`config.mk`:
```
export PLATFORM = sky130hd
export DESIGN_NAME = lsu_arbiter_flat
export DESIGN_NICKNAME = d
export VERILOG_FILES = /design/src/rtl/lsu_arb_pkg.sv /design/src/rtl/lsu_arbiter_if.sv /design/src/rtl/lsu_req_decode.sv /design/src/rtl/lsu_arbiter.sv /design/src/flat_wrapper.sv
export SDC_FILE = /design/constraint.sdc
export NUM_CORES = 1
export LEC_CHECK = 0
export BUFFER_PORTS_ARGS = -buffer_cell sky130_fd_sc_hd__clkbuf_2
export CELL_PAD_IN_SITES_DETAIL_PLACEMENT = 1
export CELL_PAD_IN_SITES_GLOBAL_PLACEMENT = 1
export CORE_ASPECT_RATIO = 0.75
export CORE_MARGIN = 3
export CORE_UTILIZATION = 33
export CTS_BUF_LIST = sky130_fd_sc_hd__clkbuf_4 sky130_fd_sc_hd__clkbuf_8
export DETAILED_ROUTE_END_ITERATION = 7
export GPL_TIMING_DRIVEN = 1
export PLACE_DENSITY = 0.84
export SETUP_SLACK_MARGIN = 0.5
export SYNTH_ARGS = -nofsm -noshare
export SYNTH_HDL_FRONTEND = slang
export SYNTH_SLANG_ARGS = --single-unit
```
`constraint.sdc`:
```
create_clock -name clk_i -period 1.7 [get_ports clk_i]
set_input_delay 0 -clock clk_i [delete_from_list [all_inputs] [get_ports clk_i]]
set_output_delay 0 -clock clk_i [all_outputs]
set_load 0.05 [all_outputs]
```
`src/rtl/lsu_arb_pkg.sv`:
```
// Shared types and constants for the lsu port arbiter: FSM states, RISC-V
// funct3 size codes and the latched request record.
package lsu_arb_pkg;

   localparam int LSU_ADDR_W = 12;

   typedef enum logic [1:0] {
      IDLE,
      ACCESS,
      READ,
      RESP
   } state_e;

   localparam logic [2:0] F3_B  = 3'b000;
   localparam logic [2:0] F3_H  = 3'b001;
   localparam logic [2:0] F3_W  = 3'b010;
   localparam logic [2:0] F3_BU = 3'b100;
   localparam logic [2:0] F3_HU = 3'b101;

   typedef struct packed {
      logic                  we;
      logic [2:0]            funct3;
      logic [LSU_ADDR_W-1:0] addr;
      logic [31:0]           wdata;
   } req_t;

endpackage

```
`src/rtl/lsu_arbiter_if.sv`:
```
// Request/response bundle for one requester of the lsu port arbiter.
interface lsu_arbiter_if #(
   parameter int ADDR_W = 12
) ();
   logic              req;
   logic              we;
   logic [2:0]        funct3;
   logic [ADDR_W-1:0] addr;
   logic [31:0]       wdata;
   logic              gnt;
   logic              rsp_valid;
   logic              rsp_err;
   logic [31:0]       rdata;

   modport master (
      output req, we, funct3, addr, wdata,
      input  gnt, rsp_valid, rsp_err, rdata
   );

   modport slave (
      input  req, we, funct3, addr, wdata,
      output gnt, rsp_valid, rsp_err, rdata
   );
endinterface

```
`src/rtl/lsu_req_decode.sv`:
```
// Combinational funct3/address decode: lsu size strobes, alignment/legality
// error, and sign extension of load data (the lsu only zero-extends).
module lsu_req_decode
   import lsu_arb_pkg::*;
(
   input  logic        we_i,
   input  logic [2:0]  funct3_i,
   input  logic [1:0]  addr_lo_i,
   input  logic [31:0] ld_data_i,
   output logic        ld_byte_o,
   output logic        ld_halfword_o,
   output logic        err_o,
   output logic [31:0] ext_data_o
);

   logic misaligned;
   logic illegal;

   // NOTE: every signal assigned in always_comb gets a default first so no path leaves it unassigned (no latch).
   always_comb begin
      misaligned = 1'b0;
      illegal    = 1'b0;
      case (funct3_i)
         F3_B, F3_BU: misaligned = 1'b0;
         F3_H, F3_HU: misaligned = addr_lo_i[0];
         F3_W:        misaligned = |addr_lo_i;
         default:     illegal    = 1'b1;
      endcase
      if (we_i && funct3_i[2]) begin
         illegal = 1'b1;
      end
   end

   assign err_o         = misaligned | illegal;
   assign ld_byte_o     = (funct3_i[1:0] == 2'b00);
   assign ld_halfword_o = (funct3_i[1:0] == 2'b01);

   always_comb begin
      case (funct3_i)
         F3_B:    ext_data_o = {{24{ld_data_i[7]}}, ld_data_i[7:0]};
         F3_H:    ext_data_o = {{16{ld_data_i[15]}}, ld_data_i[15:0]};
         default: ext_data_o = ld_data_i;
      endcase
   end

endmodule

```
`src/rtl/lsu_arbiter.sv`:
```
// Two-requester arbiter and access sequencer sharing the single lsu port
// between the core load/store path (m0) and the debug/loader port (m1).
module lsu_arbiter
   import lsu_arb_pkg::*;
#(
   parameter bit RR_EN  = 1'b1,
   parameter int ADDR_W = LSU_ADDR_W
) (
   input  logic              clk_i,
   input  logic              rst_ni,
   lsu_arbiter_if.slave      m0_if,
   lsu_arbiter_if.slave      m1_if,
   output logic              lsu_st_en_o,
   output logic              lsu_ld_byte_o,
   output logic              lsu_ld_halfword_o,
   output logic [ADDR_W-1:0] lsu_addr_o,
   output logic [31:0]       lsu_st_data_o,
   input  logic [31:0]       lsu_ld_data_i
);

   state_e           state_q, state_d;
   req_t             req_q, req_d, sel_req;
   logic             winner_q, winner_d;
   logic             last_q, last_d;
   logic [1:0][31:0] rdata_q, rdata_d;

   logic        any_req;
   logic        win_sel;
   logic        dec_ld_byte;
   logic        dec_ld_halfword;
   logic        dec_err;
   logic [31:0] dec_ext_data;
   logic        drive_lsu;

   lsu_req_decode u_decode (
      .we_i          (req_q.we),
      .funct3_i      (req_q.funct3),
      .addr_lo_i     (req_q.addr[1:0]),
      .ld_data_i     (lsu_ld_data_i),
      .ld_byte_o     (dec_ld_byte),
      .ld_halfword_o (dec_ld_halfword),
      .err_o         (dec_err),
      .ext_data_o    (dec_ext_data)
   );

   assign any_req = m0_if.req | m1_if.req;

   // On a tie the round-robin pick is the requester not granted last.
   assign win_sel = RR_EN ? (m1_if.req & (~m0_if.req | ~last_q))
                          : (m1_if.req & ~m0_if.req);

   always_comb begin
      if (win_sel) begin
         sel_req.we     = m1_if.we;
         sel_req.funct3 = m1_if.funct3;
         sel_req.addr   = m1_if.addr;
         sel_req.wdata  = m1_if.wdata;
      end else begin
         sel_req.we     = m0_if.we;
         sel_req.funct3 = m0_if.funct3;
         sel_req.addr   = m0_if.addr;
         sel_req.wdata  = m0_if.wdata;
      end
   end

   // NOTE: sequential state uses non-blocking assignments so all registers update together at the edge.
   always_ff @(posedge clk_i or negedge rst_ni) begin
      if (!rst_ni) begin
         state_q  <= IDLE;
         req_q    <= '0;
         winner_q <= 1'b0;
         last_q   <= 1'b1;
         rdata_q  <= '0;
      end else begin
         state_q  <= state_d;
         req_q    <= req_d;
         winner_q <= winner_d;
         last_q   <= last_d;
         rdata_q  <= rdata_d;
      end
   end

   always_comb begin
      state_d = state_q;
      case (state_q)
         IDLE:    if (any_req) state_d = ACCESS;
         ACCESS:  state_d = (dec_err || req_q.we) ? RESP : READ;
         READ:    state_d = RESP;
         RESP:    state_d = IDLE;
         default: state_d = IDLE;
      endcase
   end

   always_comb begin
      req_d    = req_q;
      winner_d = winner_q;
      last_d   = last_q;
      rdata_d  = rdata_q;
      case (state_q)
         IDLE: begin
            if (any_req) begin
               req_d    = sel_req;
               winner_d = win_sel;
            end
         end
         ACCESS: begin
            if (dec_err || req_q.we) rdata_d[winner_q] = '0;
         end
         READ:    rdata_d[winner_q] = dec_ext_data;
         RESP:    last_d = winner_q;
         default: ;
      endcase
   end

   // Faulting requests never reach the lsu; the address stays up through READ.
   assign drive_lsu = ((state_q == ACCESS) || (state_q == READ)) && !dec_err;

   always_comb begin
      lsu_st_en_o       = (state_q == ACCESS) && req_q.we && !dec_err;
      lsu_ld_byte_o     = drive_lsu && dec_ld_byte;
      lsu_ld_halfword_o = drive_lsu && dec_ld_halfword;
      lsu_addr_o        = drive_lsu ? req_q.addr : '0;
      lsu_st_data_o     = (drive_lsu && req_q.we) ? req_q.wdata : '0;

      m0_if.gnt       = (state_q == ACCESS) && !winner_q;
      m1_if.gnt       = (state_q == ACCESS) &&  winner_q;
      m0_if.rsp_valid = (state_q == RESP) && !winner_q;
      m1_if.rsp_valid = (state_q == RESP) &&  winner_q;
      m0_if.rsp_err   = (state_q == RESP) && !winner_q && dec_err;
      m1_if.rsp_err   = (state_q == RESP) &&  winner_q && dec_err;
      m0_if.rdata     = rdata_q[0];
      m1_if.rdata     = rdata_q[1];
   end

endmodule

```
`src/flat_wrapper.sv`:
```
// flat-port wrapper written by rule: the top's interface ports become plain ports
module lsu_arbiter_flat import lsu_arb_pkg::*;
#(
   parameter bit RR_EN  = 1'b1,
   parameter int ADDR_W = LSU_ADDR_W
)
  (clk_i, rst_ni, lsu_st_en_o, lsu_ld_byte_o, lsu_ld_halfword_o, lsu_addr_o, lsu_st_data_o, lsu_ld_data_i, m0_if_req, m0_if_we, m0_if_funct3, m0_if_addr, m0_if_wdata, m0_if_gnt, m0_if_rsp_valid, m0_if_rsp_err, m0_if_rdata, m1_if_req, m1_if_we, m1_if_funct3, m1_if_addr, m1_if_wdata, m1_if_gnt, m1_if_rsp_valid, m1_if_rsp_err, m1_if_rdata);
  lsu_arbiter_if #(.ADDR_W(ADDR_W)) m0_if_i ();
  lsu_arbiter_if #(.ADDR_W(ADDR_W)) m1_if_i ();
  input  logic clk_i;
  input  logic rst_ni;
  output logic lsu_st_en_o;
  output logic lsu_ld_byte_o;
  output logic lsu_ld_halfword_o;
  output logic [ADDR_W-1:0] lsu_addr_o;
  output logic [31:0] lsu_st_data_o;
  input  logic [31:0] lsu_ld_data_i;
  input wire logic [$bits(m0_if_i.req)-1:0] m0_if_req;
  input wire logic [$bits(m0_if_i.we)-1:0] m0_if_we;
  input wire logic [$bits(m0_if_i.funct3)-1:0] m0_if_funct3;
  input wire logic [$bits(m0_if_i.addr)-1:0] m0_if_addr;
  input wire logic [$bits(m0_if_i.wdata)-1:0] m0_if_wdata;
  output wire logic [$bits(m0_if_i.gnt)-1:0] m0_if_gnt;
  output wire logic [$bits(m0_if_i.rsp_valid)-1:0] m0_if_rsp_valid;
  output wire logic [$bits(m0_if_i.rsp_err)-1:0] m0_if_rsp_err;
  output wire logic [$bits(m0_if_i.rdata)-1:0] m0_if_rdata;
  input wire logic [$bits(m1_if_i.req)-1:0] m1_if_req;
  input wire logic [$bits(m1_if_i.we)-1:0] m1_if_we;
  input wire logic [$bits(m1_if_i.funct3)-1:0] m1_if_funct3;
  input wire logic [$bits(m1_if_i.addr)-1:0] m1_if_addr;
  input wire logic [$bits(m1_if_i.wdata)-1:0] m1_if_wdata;
  output wire logic [$bits(m1_if_i.gnt)-1:0] m1_if_gnt;
  output wire logic [$bits(m1_if_i.rsp_valid)-1:0] m1_if_rsp_valid;
  output wire logic [$bits(m1_if_i.rsp_err)-1:0] m1_if_rsp_err;
  output wire logic [$bits(m1_if_i.rdata)-1:0] m1_if_rdata;
  assign m0_if_i.req = m0_if_req;
  assign m0_if_i.we = m0_if_we;
  assign m0_if_i.funct3 = m0_if_funct3;
  assign m0_if_i.addr = m0_if_addr;
  assign m0_if_i.wdata = m0_if_wdata;
  assign m0_if_gnt = m0_if_i.gnt;
  assign m0_if_rsp_valid = m0_if_i.rsp_valid;
  assign m0_if_rsp_err = m0_if_i.rsp_err;
  assign m0_if_rdata = m0_if_i.rdata;
  assign m1_if_i.req = m1_if_req;
  assign m1_if_i.we = m1_if_we;
  assign m1_if_i.funct3 = m1_if_funct3;
  assign m1_if_i.addr = m1_if_addr;
  assign m1_if_i.wdata = m1_if_wdata;
  assign m1_if_gnt = m1_if_i.gnt;
  assign m1_if_rsp_valid = m1_if_i.rsp_valid;
  assign m1_if_rsp_err = m1_if_i.rsp_err;
  assign m1_if_rdata = m1_if_i.rdata;
  lsu_arbiter #(.RR_EN(RR_EN), .ADDR_W(ADDR_W)) u_core (.clk_i(clk_i), .rst_ni(rst_ni), .m0_if(m0_if_i), .m1_if(m1_if_i), .lsu_st_en_o(lsu_st_en_o), .lsu_ld_byte_o(lsu_ld_byte_o), .lsu_ld_halfword_o(lsu_ld_halfword_o), .lsu_addr_o(lsu_addr_o), .lsu_st_data_o(lsu_st_data_o), .lsu_ld_data_i(lsu_ld_data_i));
endmodule
```
==> flow_metrics.env <==
export IMPL_pre_cts_slack_ns=-0.0892
export IMPL_cts_num_sinks=116
export IMPL_htreeDepth=4
export IMPL_p_per_area_nw_per_um2=2160
export IMPL_drcViolationCount=0
export IMPL_hold_class="in2reg"
export IMPL_max_stage_delay_ns=0.47
export IMPL_crit_chain="nor4_4, or2_4, buf_6, nand2_4, nor3b_4, buf_12"
export IMPL_cp_required_ns=1.70
export IMPL_status="finished with violations"
export IMPL_cp_num_buf_inv=2
export IMPL_drt_vias_per_instance=5.82
export IMPL_drv_slew=0
export IMPL_slew_headroom_pct=55.3
export IMPL_dp_hpwl_um=14100
export IMPL_setup_tns_ns=-48.00
export IMPL_violations="setup timing"
export IMPL_syn_inst=495
export IMPL_yosys_area_top_type="dfrtp_1"
export IMPL_critical_path_top_delay_family="simple AND/OR/NAND/NOR gates"
export IMPL_peakVddDrop_mv=1.21
export IMPL_area_growth_pct=108
export IMPL_cp_arrival_ns=2.23
export IMPL_postRouteAntennaNets=0
export IMPL_crit_path_start_kind="flip-flop"
export IMPL_synth_nets=631
export IMPL_fp_dieArea_um2=18000
export IMPL_layout_min_cycle_time_ns=2.23
export IMPL_power_leakage_nw=5.26
export IMPL_maxCapViolations=0
export IMPL_grt_usage_pct=34.0
export IMPL_port_buffers=248
export IMPL_grt_pass1_wl_um=45200
export IMPL_wl_per_cell_um=31.1
export IMPL_final_setup_skew_ns=0.0191
export IMPL_end_kind="output port"
export IMPL_layout_nets=1067
export IMPL_worstMarginPinSlew_ns=0.670
export IMPL_final_area_um2=11200
export IMPL_start_util_pct=34.6
export IMPL_num_vias=6696
export IMPL_criticalPathCategory="reg2out"
export IMPL_place_congestion=0.760
export IMPL_netlist_area_leader_share_pct=53.2
export IMPL_drt_initial_drc_count=439
export IMPL_power_w=0.0243
export IMPL_rows=39
export IMPL_cp_max_fo=14
export IMPL_clk_latency_ns=0.46
export IMPL_grt_ovfl_total=0
export IMPL_grt_setup_unrepaired="true"
export IMPL_numCtsBuffers=17
export IMPL_root_buffer="clkbuf_8"
export IMPL_synthTopCellsByArea="dfrtp_1 53%, mux2i_1 9.1%, a32o_1 5.9%"
export IMPL_core_area_um2=15600
export IMPL_layout_common_cells="194 x clkbuf_2, 121 x dlygate4sd3_1, 110 x dfrtp_1"
export IMPL_grt_pass1_vias=7267
export IMPL_syn_area_um2=5410
export IMPL_grt_max_degree=117
export IMPL_die_w_um=154
export IMPL_synth_area_per_cell_um2=10.9
export IMPL_first_pass_iters=5
export IMPL_fmax_mhz=448
export IMPL_yosysUniqueCellTypes=33
export IMPL_ys_seq_area_share_pct=53.7
export IMPL_cts_tree="done"
export IMPL_drive_gt1_share_pct=56.9
export IMPL_wirelength_um=35800
export IMPL_setup_viol=117
export IMPL_timing_hold_violations_final=0
export IMPL_fin_crit_sh_pct=131
export IMPL_yosysWarnings=0
export IMPL_final_common_cell="clkbuf_2"
export IMPL_slowest_stage="dfrtp_2"
export IMPL_clk_path_buf_depth=2
export IMPL_placed_cell_area_um2=7660
export IMPL_antenna_found_initial=4
export IMPL_die_height_um=117
export IMPL_ys_seq_elements=116
export IMPL_fin_ws_ns=-0.530
export IMPL_ios=249
export IMPL_clk_pin_slew_ns=0.08
==> Yosys cell counts <==
cell / n
clkbuf_2: 3
dfrtp_1: 115
a21boi_1: 1
a221oi_1: 1
a31oi_1: 1
nor4_4: 1
buf_6: 2
o21ai_1: 2
nor3_1: 2
buf_4: 2
o21ai_0: 59
nand3b_1: 1
o21a_1: 1
a21oi_1: 2
or2_2: 16
clkbuf_1: 22
a32o_1: 32
nand2_1: 53
buf_2: 13
nor2_1: 4
or3_1: 2
inv_1: 13
and2_1: 5
and3_1: 45
nor3b_1: 1
mux2i_1: 49
nor2b_1: 5
dfstp_2: 1
a22o_1: 33
or2_1: 1
a21oi_2: 1
buf_8: 2
ha_1: 4
==> sequential cells by signal (all words and copies together) (netlist names) <==
register            flops
u_core.req_q           48
u_core.m0_if.rdata     32
u_core.m1_if.rdata     32
u_core.state_q          2
u_core.last_q           1
u_core.winner_q         1
==> worst register-to-register path: stages, from the launching register on <==
cell	delay, ns
dfrtp_1	0.46
nor4_4	0.08
buf_4	0.14
buf_6	0.10
buf_6	0.12
o21a_4	0.21
or3_4	0.40
buf_12	0.16
buf_16	0.14
a22o_1	0.23
==> report_power, final <==
part           switching [W]  internal (W)  leakage, nW  total [W]
combinational        0.00964       0.00703         3.61     0.0167
clock                0.00132       0.00126        0.183    0.00258
sequential           0.00110       0.00395         1.47    0.00505
==> logic make-up after synthesis <==
logic type / after synthesis / synth area share [%]
AND/OR/NAND/NOR: 136 / 13.4
AO/OA/AOI/OAI: 133 / 17.8
flip-flops: 116 / 53.7
buffers and inverters: 57 / 5.16
multiplexers: 49 / 9.07
adder cells (fa/ha/maj): 4 / 0.925
==> per-stage QoR <==
stage | cells | util, % | hold slack (ns)
final | 1151 | 72.0 | 0.0238
after global routing | 1151 | 72.0 | 0.0275
after CTS | 1124 | 66.6 | 0.00183
after detailed placement | 939 | 49.0 | 0.145
after global placement | 939 | 49.0 | 0.124
after floorplan | 495 | - | -0.296
==> worst paths after layout <==
check                           slack (ns)                               start  cells past startpoint                                  to
worst max-delay path                 -0.53        u_core.req_q[46]$_DFFE_PN0P_                      6                   lsu_ld_halfword_o
worst min register to register        0.51  u_core.m0_if.rdata[16]$_DFFE_PN0P_                      1  u_core.m0_if.rdata[16]$_DFFE_PN0P_
max in group asynchronous             0.96                              rst_ni                      3       u_core.state_q[0]$_DFFE_PN0P_
worst max register to register       -0.46        u_core.req_q[33]$_DFFE_PN0P_                      9   u_core.m0_if.rdata[5]$_DFFE_PN0P_
worst min-delay path                  0.02                    lsu_ld_data_i[9]                      4   u_core.m0_if.rdata[9]$_DFFE_PN0P_
min in group asynchronous             0.16                              rst_ni                      3        u_core.req_q[20]$_DFFE_PN0P_
==> layout make-up <==
type	count	area (um2)
clock inverters	9	81.3
diodes	4	10.0
well taps	205	256
inverters	13	56.3
repair buffers	458	4520
multi-input cells	325	3130
fillers	1482	4370
clock buffers	21	283
flip-flops and latches	116	2910
==> timing repair <==
action                                  in CTS  in global routing
pin swaps                                   18                 28
endpoints found under the setup margin     168                169
cloned                                      16                  7
setup buffers                               18                 16
hold buffers                               121                  0
gates resized for setup                    132                175
hold endpoints to repair                   211                  0
==> per-layer routing <==
layer  GRT usage [%]  wire [um]  vias to the layer above
met1            35.9      12200                     3370
met2            63.6      18600                      464
met3            7.09       2290                      171
li1                -          -                     2691
met5               0          0                        -
met4            20.2       2720                        0
Power figures use the tool's default switching activity.
